### src/rtl/prog_mem_loader_if.sv
// Bus between prog_mem_loader and its users: CPU fetch port plus the loader handshake.
// CHECKSUM is present only when PROG_MEM_LOADER_CHECKSUM_EN is defined.
interface prog_mem_loader_if #(
    parameter int unsigned ADDR_W = 4,
    parameter int unsigned DATA_W = 8
);
    logic [ADDR_W-1:0] ADDRESS;
    logic [DATA_W-1:0] OUT;
    logic              LOAD_START;
    logic              LOAD_VALID;
    logic [DATA_W-1:0] LOAD_DATA;
    logic              LOAD_READY;
    logic              BUSY;
    logic              LOAD_DONE;
`ifdef PROG_MEM_LOADER_CHECKSUM_EN
    logic [DATA_W-1:0] CHECKSUM;

    modport slave (
        input  ADDRESS, LOAD_START, LOAD_VALID, LOAD_DATA,
        output OUT, LOAD_READY, BUSY, LOAD_DONE, CHECKSUM
    );
    modport master (
        output ADDRESS, LOAD_START, LOAD_VALID, LOAD_DATA,
        input  OUT, LOAD_READY, BUSY, LOAD_DONE, CHECKSUM
    );
`else
    modport slave (
        input  ADDRESS, LOAD_START, LOAD_VALID, LOAD_DATA,
        output OUT, LOAD_READY, BUSY, LOAD_DONE
    );
    modport master (
        output ADDRESS, LOAD_START, LOAD_VALID, LOAD_DATA,
        input  OUT, LOAD_READY, BUSY, LOAD_DONE
    );
`endif
endinterface

### src/rtl/prog_mem_loader.sv
// Program memory with combinational fetch and a run-time full-image load port.
// Optional running checksum of loaded words: define PROG_MEM_LOADER_CHECKSUM_EN.
module prog_mem_loader #(
    parameter int unsigned       ADDR_W = 4,
    parameter int unsigned       DATA_W = 8,
    parameter logic [DATA_W-1:0] FILL   = '0
) (
    input  logic              CLK,
    input  logic              RESET,
    prog_mem_loader_if.slave  bus
);
    localparam int unsigned DEPTH = 1 << ADDR_W;

    localparam logic [1:0] IDLE = 2'd0;
    localparam logic [1:0] LOAD = 2'd1;
    localparam logic [1:0] DONE = 2'd2;

    logic [1:0]        state_q, state_d;
    logic [ADDR_W-1:0] wp_q, wp_d;
    logic              busy_q, busy_d;
    logic              ready_q, ready_d;
    logic              done_q, done_d;
    logic              accept_c;
    logic              start_c;

    // Power-up image is all zeros; RESET deliberately leaves the array alone.
    logic [DATA_W-1:0] mem_q [DEPTH] = '{default: '0};

    always_comb begin
        state_d  = state_q;
        wp_d     = wp_q;
        accept_c = 1'b0;
        start_c  = 1'b0;
        case (state_q)
            IDLE: begin
                if (bus.LOAD_START) begin
                    state_d = LOAD;
                    wp_d    = '0;
                    start_c = 1'b1;
                end
            end
            LOAD: begin
                accept_c = bus.LOAD_VALID && ready_q;
                if (accept_c) begin
                    wp_d = wp_q + ADDR_W'(1);
                    if (wp_q == ADDR_W'(DEPTH - 1)) begin
                        state_d = DONE;
                    end
                end
            end
            DONE:    state_d = IDLE;
            default: state_d = IDLE;
        endcase
        busy_d  = (state_d != IDLE);
        ready_d = (state_d == LOAD);
        done_d  = (state_d == DONE);
    end

    always_ff @(posedge CLK) begin
        if (RESET) begin
            state_q <= IDLE;
            wp_q    <= '0;
            busy_q  <= 1'b0;
            ready_q <= 1'b0;
            done_q  <= 1'b0;
        end else begin
            state_q <= state_d;
            wp_q    <= wp_d;
            busy_q  <= busy_d;
            ready_q <= ready_d;
            done_q  <= done_d;
        end
    end

    // A word presented while RESET is high must not land in the array.
    always_ff @(posedge CLK) begin
        if (!RESET && accept_c) begin
            mem_q[wp_q] <= bus.LOAD_DATA;
        end
    end

    assign bus.OUT        = busy_q ? FILL : mem_q[bus.ADDRESS];
    assign bus.LOAD_READY = ready_q;
    assign bus.BUSY       = busy_q;
    assign bus.LOAD_DONE  = done_q;

`ifdef PROG_MEM_LOADER_CHECKSUM_EN
    logic [DATA_W-1:0] csum_q, csum_d;

    always_comb begin
        csum_d = csum_q;
        if (start_c) begin
            csum_d = '0;
        end else if (accept_c) begin
            csum_d = csum_q + bus.LOAD_DATA;
        end
    end

    always_ff @(posedge CLK) begin
        if (RESET) begin
            csum_q <= '0;
        end else begin
            csum_q <= csum_d;
        end
    end

    assign bus.CHECKSUM = csum_q;
`else
    logic unused_start;
    assign unused_start = start_c;
`endif
endmodule

### src/flat_wrapper.sv
// flat-port wrapper written by rule: the top's interface ports become plain ports
module prog_mem_loader_flat 
#(
    parameter int unsigned       ADDR_W = 4,
    parameter int unsigned       DATA_W = 8,
    parameter logic [DATA_W-1:0] FILL   = '0
)
  (CLK, RESET, bus_ADDRESS, bus_LOAD_START, bus_LOAD_VALID, bus_LOAD_DATA, bus_OUT, bus_LOAD_READY, bus_BUSY, bus_LOAD_DONE);
  prog_mem_loader_if #(.ADDR_W(ADDR_W), .DATA_W(DATA_W)) bus_i ();
  input  logic CLK;
  input  logic RESET;
  input wire logic [$bits(bus_i.ADDRESS)-1:0] bus_ADDRESS;
  input wire logic [$bits(bus_i.LOAD_START)-1:0] bus_LOAD_START;
  input wire logic [$bits(bus_i.LOAD_VALID)-1:0] bus_LOAD_VALID;
  input wire logic [$bits(bus_i.LOAD_DATA)-1:0] bus_LOAD_DATA;
  output wire logic [$bits(bus_i.OUT)-1:0] bus_OUT;
  output wire logic [$bits(bus_i.LOAD_READY)-1:0] bus_LOAD_READY;
  output wire logic [$bits(bus_i.BUSY)-1:0] bus_BUSY;
  output wire logic [$bits(bus_i.LOAD_DONE)-1:0] bus_LOAD_DONE;
  assign bus_i.ADDRESS = bus_ADDRESS;
  assign bus_i.LOAD_START = bus_LOAD_START;
  assign bus_i.LOAD_VALID = bus_LOAD_VALID;
  assign bus_i.LOAD_DATA = bus_LOAD_DATA;
  assign bus_OUT = bus_i.OUT;
  assign bus_LOAD_READY = bus_i.LOAD_READY;
  assign bus_BUSY = bus_i.BUSY;
  assign bus_LOAD_DONE = bus_i.LOAD_DONE;
  prog_mem_loader #(.ADDR_W(ADDR_W), .DATA_W(DATA_W), .FILL(FILL)) u_core (.CLK(CLK), .RESET(RESET), .bus(bus_i));
endmodule
### config.mk
export PLATFORM = sky130hd
export DESIGN_NAME = prog_mem_loader_flat
export DESIGN_NICKNAME = d
export VERILOG_FILES = /design/src/rtl/prog_mem_loader_if.sv /design/src/rtl/prog_mem_loader.sv /design/src/flat_wrapper.sv
export SDC_FILE = /design/constraint.sdc
export NUM_CORES = 1
export LEC_CHECK = 0
export BUFFER_PORTS_ARGS = -buffer_cell sky130_fd_sc_hd__buf_2
export CAP_MARGIN = 30
export CORE_MARGIN = 1.5
export CORE_UTILIZATION = 50
export DETAILED_ROUTE_END_ITERATION = 7
export HOLD_SLACK_MARGIN = 0.05
export PLACE_DENSITY = 0.65
export SYNTH_ARGS = -nofsm -noshare
export SYNTH_HDL_FRONTEND = slang
export SYNTH_SLANG_ARGS = --single-unit
### constraint.sdc
create_clock -name CLK -period 3.6 [get_ports CLK]
set_input_delay 0.18 -clock CLK [delete_from_list [all_inputs] [get_ports CLK]]
set_output_delay 0.18 -clock CLK [all_outputs]
set_load 0.01 [all_outputs]
* Word-level counts from Yosys, hierarchy flattened
Memory sizes are Yosys's and may differ from the RTL's. Cells that the tools add are included.
Word-level totals: register bits after elaboration 9, memory bits (writable) 128, input bits 16, output and inout port bits 11, word-level logic and storage cells 31, memories kept 1
Cells by class: $add $sub $neg 1, eq/ne operators 6, mux-type cells 11, reductions and logical operators 7
Memory list:
- u_core.mem_q | words 16, bits a word 8, read ports 1, clocked after memory_dff 0, write ports 1, line prog_mem_loader.sv:27 | logic [DATA_W-1:0] mem_q [DEPTH] = '{default: '0};
Operators by type and width (count):
- 4-bit two-way mux | 2
- 8-bit two-way mux | 1
- 4-bit one-hot mux with 2 select lines | 1
- 2-bit two-way mux | 3
- 4-bit by 1-bit adder with 4-bit output, second input constant | 1
- 2-bit by 1-bit == test with 1-bit output, second input constant | 2
- 4-bit == test, second input constant | 1
- 2-bit one-hot mux with 2 select lines | 1
- 2-bit nonzero test | 2
- 1-bit two-way mux | 3
- 3-bit AND reduction | 1
- 2-bit == test, second input constant | 1
- 1-bit logical AND | 2
- 2-bit logical NOT | 1
- 2-bit by 1-bit inequality test with 1-bit output, second input constant | 1
- 2-bit inequality test, second input constant | 1
- 1-bit logical NOT | 1

* Logic depth before layout (Yosys ltp)
depth after elaboration 5, depth in mapped cells 6, depth with buffers taken out 6

* Worst setup path after synthesis
No wires, ideal clock.
path type register to register, start point reg u_core.ready_q, in the netlist u_core.bus.LOAD_READY, end point mem u_core.mem_q[3][0] (enable), library setup time 0.383 ns, arrival 1.552 ns, required time 3.217 ns, slack 1.664 ns, cell stages (with the launch flop) 5, buffers on the path 0, clock period less this slack 1.936 ns, path through dfxtp_1 -> nand3_1 -> nor3_2 -> nand2_1 -> nor3_1
Between the ends: word-level cells in the longest chain between the ends 5
Ends and longest elaborated chain:
- from (decl) | line prog_mem_loader.sv:21 | logic ready_q, ready_d;
- from (signal assigned) | line prog_mem_loader.sv:70 | ready_q <= ready_d;
- 1-bit logical AND | line prog_mem_loader.sv:43 | accept_c = bus.LOAD_VALID && ready_q;
- 1-bit two-way mux | line prog_mem_loader.sv:34 | case (state_q)
- 1-bit logical AND | line prog_mem_loader.sv:77 | if (!RESET && accept_c) begin
- 1-bit two-way mux | line prog_mem_loader.sv:77
- 1-bit two-way mux (not written as such) | line prog_mem_loader.sv:78 | mem_q[wp_q] <= bus.LOAD_DATA;
- to (decl) | line prog_mem_loader.sv:27
No other way between the ends.

* Worst setup path in the final report
start point in bus_ADDRESS[2], end point out bus_OUT[0]
Between the ends: word-level cells in the longest chain between the ends 2
Ends and longest elaborated chain:
- from (decl) | line flat_wrapper.sv:12 | input wire logic [$bits(bus_i.ADDRESS)-1:0] bus_ADDRESS;
- memory read 16 x 8 bit
- 8-bit two-way mux | line prog_mem_loader.sv:82 | assign bus.OUT = busy_q ? FILL : mem_q[bus.ADDRESS];
- to (decl) | line flat_wrapper.sv:16 | output wire logic [$bits(bus_i.OUT)-1:0] bus_OUT;
No other way between the ends.

==> impl_metrics.tcl <==
set metrics [dict create \
    postCtsResizedCells 0 \
    finalClockSkew_ns 0.00563 \
    final_area_um2 6390 \
    detail-route-antenna-nets 0 \
    placement_rows 38 \
    min_path_type "in2reg" \
    syn_avg_cell_area_um2 16.6 \
    multi_input_comb_area_um2 1370 \
    relSlewSlack_pct 36.8 \
    synth_mux_area_share_pct 11.8 \
    seq_area_um2 4020 \
    finalWorstSetupSlack_ns 1.45 \
    reg2reg_depth 4 \
    final_nets 396 \
    grt.total_usage_pct 20.0 \
    clock_sink_count 137 \
    cp.arrival_ns 1.97 \
    dpl_cell_area_um2 5770 \
    pwr_density_cell_nw_per_um2 547 \
    r2r-start "u_core.state_q[0]" \
    grt_first_pass_wirelength_um 16400 \
    synth_edf_count 128 \
    power_mw 3.49 \
    maxCapViolations 0 \
    grt-ovfl-total 0 \
    min_period_over_period_pct 59.7 \
    num_antenna_cells 0 \
    tritoncts "yes" \
    core_area_um2 10800 \
    ys_ff_latch 137 \
    fp.dieW_um 108 \
    async_reset_ff_share_pct 0 \
    critPathLaunchType "input port" \
    dp_slack_ns 1.42 \
    clk_latency_ns 0.51 \
    clk_path_buf_depth 2 \
    critical_path_class "in2out" \
    holdPathEnd "u_core.mem_q[7][7]" \
    dr.pass1.iters 4 \
    start_util_pct 51.1 \
    status "finished clean" \
    max_freq_ghz 0.465 \
    synthCells 334 \
    cts_htree_levels 4 \
    ys.flop_type "edfxtp_1" \
    ys_warn_count 0 \
    cts_made_buffers 17 \
    viasPerCell 5.56 \
    setup_viol 0 \
    timing.critical_path.slowest_cell_delay_ns 0.84 \
    path_cells "buf_2 > nor2b_1 > a22oi_1 > nand2_1 > o22ai_1 > buf_2" \
    fin_tns_setup_ns 0 \
    synth-xor-area-share_pct 0.316 \
    rrSetupSlack_ns 1.49 \
    port_buffers 26 \
    synth_seq_area_share_pct 72.7 \
    leakagePower_nw 2.25 \
    clkTransAtPathRegs_ns 0.06 \
    synthAdderAreaFrac_pct 0.904 \
    slew_viol_final 0 \
    tightest_slew_ns 0.946 \
    antenna_found_initial 0 \
    rsz0062_at_grt "no" \
    slowest_stage "nor2b_1" \
    place.gp.congestion 0.747 \
    syn2layout_area_growth_pct 15.4 \
    syn_area_um2 5540 \
    wl_um 10800 \
    synth_top_family_by_area "multiplexers" \
    cts-root-buf "clkbuf_8" \
    peakVddDrop_v 0.000278 \
    fill_cells 822 \
    boundaryPins 27 \
    min_period_ns 2.15 \
    required_ns 3.42 \
    grt_max_degree 29 \
    num_vias 2936 \
    hold_path_depth 1 \
    post-synth-top-area-fraction_pct 69.4 \
    path_common_cell "buf_2" \
    reg2reg_to "u_core.mem_q[7][7]" \
    syn_nets 354 \
    ys_top_cells_by_area "edfxtp_1 (69%), mux2i_1 (9.0%), dfxtp_1 (3.3%)" \
    initialDrtViolationCount 153 \
    path_max_fanout 28 \
    die_h_um 108 \
    ys_types 37 \
    yosys.area_share.simple_pct 6.01 \
    drc_errors 0 \
    dieArea_um2 11700 \
    worstHoldStart "bus_LOAD_DATA[7]" \
    synth_compound_area_share_pct 5.67 \
    wl_per_cell_um 20.4 \
    hpwl_um 6980 \
    grt_pass1_vias 3028 \
    endpoint_kind "output port" \
    drive_gt1_share_pct 18.3 \
    hold_violations 0 \
    yosysTopAreaCell "edfxtp_1" \
]
critical path, delay by kind of cell:
| family | cells | cell delay (ns) |
|---|---|---|
| buf+inv | 2 | 0.50 |
| simple gates | 2 | 1.00 |
| compound gates | 2 | 0.27 |
layer usage:
metal  track usage (%)  vias to the layer above  share of wire, %
met5                 0                        -                 0
met4              7.33                        0               1.0
met3              5.67                        8               5.3
met2              32.5                       78                50
met1              25.7                     1462                43
li1                  -                     1388                 -
Yosys cell counts, types with 5 or more instances:
library cell  number
a211oi_1           6
edfxtp_1         128
a22oi_1           18
nand2_1           20
nor2b_1            7
mux2i_1           50
nor3_1             5
nor2_1            22
dfxtp_1            9
nand3_1            9
state kept, by name, summed over array words and instances (netlist names):
register               flops
u_core.state_q             2
u_core.bus.LOAD_DONE       1
u_core.bus.BUSY            1
u_core.bus.LOAD_READY      1
u_core.wp_q                4
u_core.mem_q             128
cell type report:
| type | instances | share of cell area (%) |
|---|---|---|
| Clock buffer | 18 | 6.54 |
| Clock inverter | 13 | 2.06 |
| Inverter | 4 | 0.235 |
| Multi-Input combinational cell | 177 | 21.4 |
| Sequential cell | 137 | 63.0 |
| Tap cell | 140 | 2.74 |
| Timing Repair Buffer | 39 | 4.03 |
timing repair:
action                                 4_1_cts  5_1_grt
buffers inserted                             0        0
hold buffers                                 7        0
endpoints found under the hold margin       87        0
report_power, final:
group | switching [mW] | internal [mW]
Sequential | 0.00323 | 1.74
Combinational | 0.100 | 0.0640
Clock | 0.609 | 0.974
Total | 0.713 | 2.78
cells in the final DEF (no fill, tap or decap), types with 5 or more instances in the layout:
cell / n
edfxtp_1: 128
mux2i_1: 50
buf_2: 26
nor2_1: 22
nand2_1: 20
a22oi_1: 18
clkbuf_16: 16
nand3_1: 9
dfxtp_1: 9
nor2b_1: 7
dlygate4sd3_1: 7
a211oi_1: 6
clkinv_2: 6
nor3_1: 5
buf_4: 5
cells by family after synthesis:
kind of cell / Yosys count
flip-flops: 137
AND/OR/NAND/NOR: 71
multiplexers: 57
AO/OA/AOI/OAI: 43
buffers and inverters: 20
adder cells (fa/ha/maj): 4
XOR/XNOR: 2
how the worst max path moves through the flow:
stage / start / end / slack [ns] / depth (start not counted)
after global placement: bus_ADDRESS[2] / bus_OUT[5] / 1.42 / 6
after floorplan: u_core.bus.LOAD_READY / u_core.mem_q[3][0] / 1.66 / 4
after CTS: bus_ADDRESS[2] / bus_OUT[0] / 1.44 / 6
final: bus_ADDRESS[2] / bus_OUT[0] / 1.45 / 6
after global routing: bus_ADDRESS[2] / bus_OUT[3] / 1.26 / 6
after detailed placement: bus_ADDRESS[2] / bus_OUT[3] / 1.42 / 6
per-stage QoR:
| step | hold slack, ns | util (%) | std cells |
|---|---|---|---|
| 5_1_grt | 0.0629 | 58.9 | 528 |
| 3_5_place_dp | 0.431 | 53.2 | 490 |
| 6_report | 0.0761 | 58.9 | 528 |
| 3_3_place_gp | 0.425 | 53.2 | 490 |
| 2_1_floorplan | 0.249 | - | 334 |
| 4_1_cts | 0.0564 | 58.9 | 528 |
No activity file was read; power rests on OpenSTA's default activity.
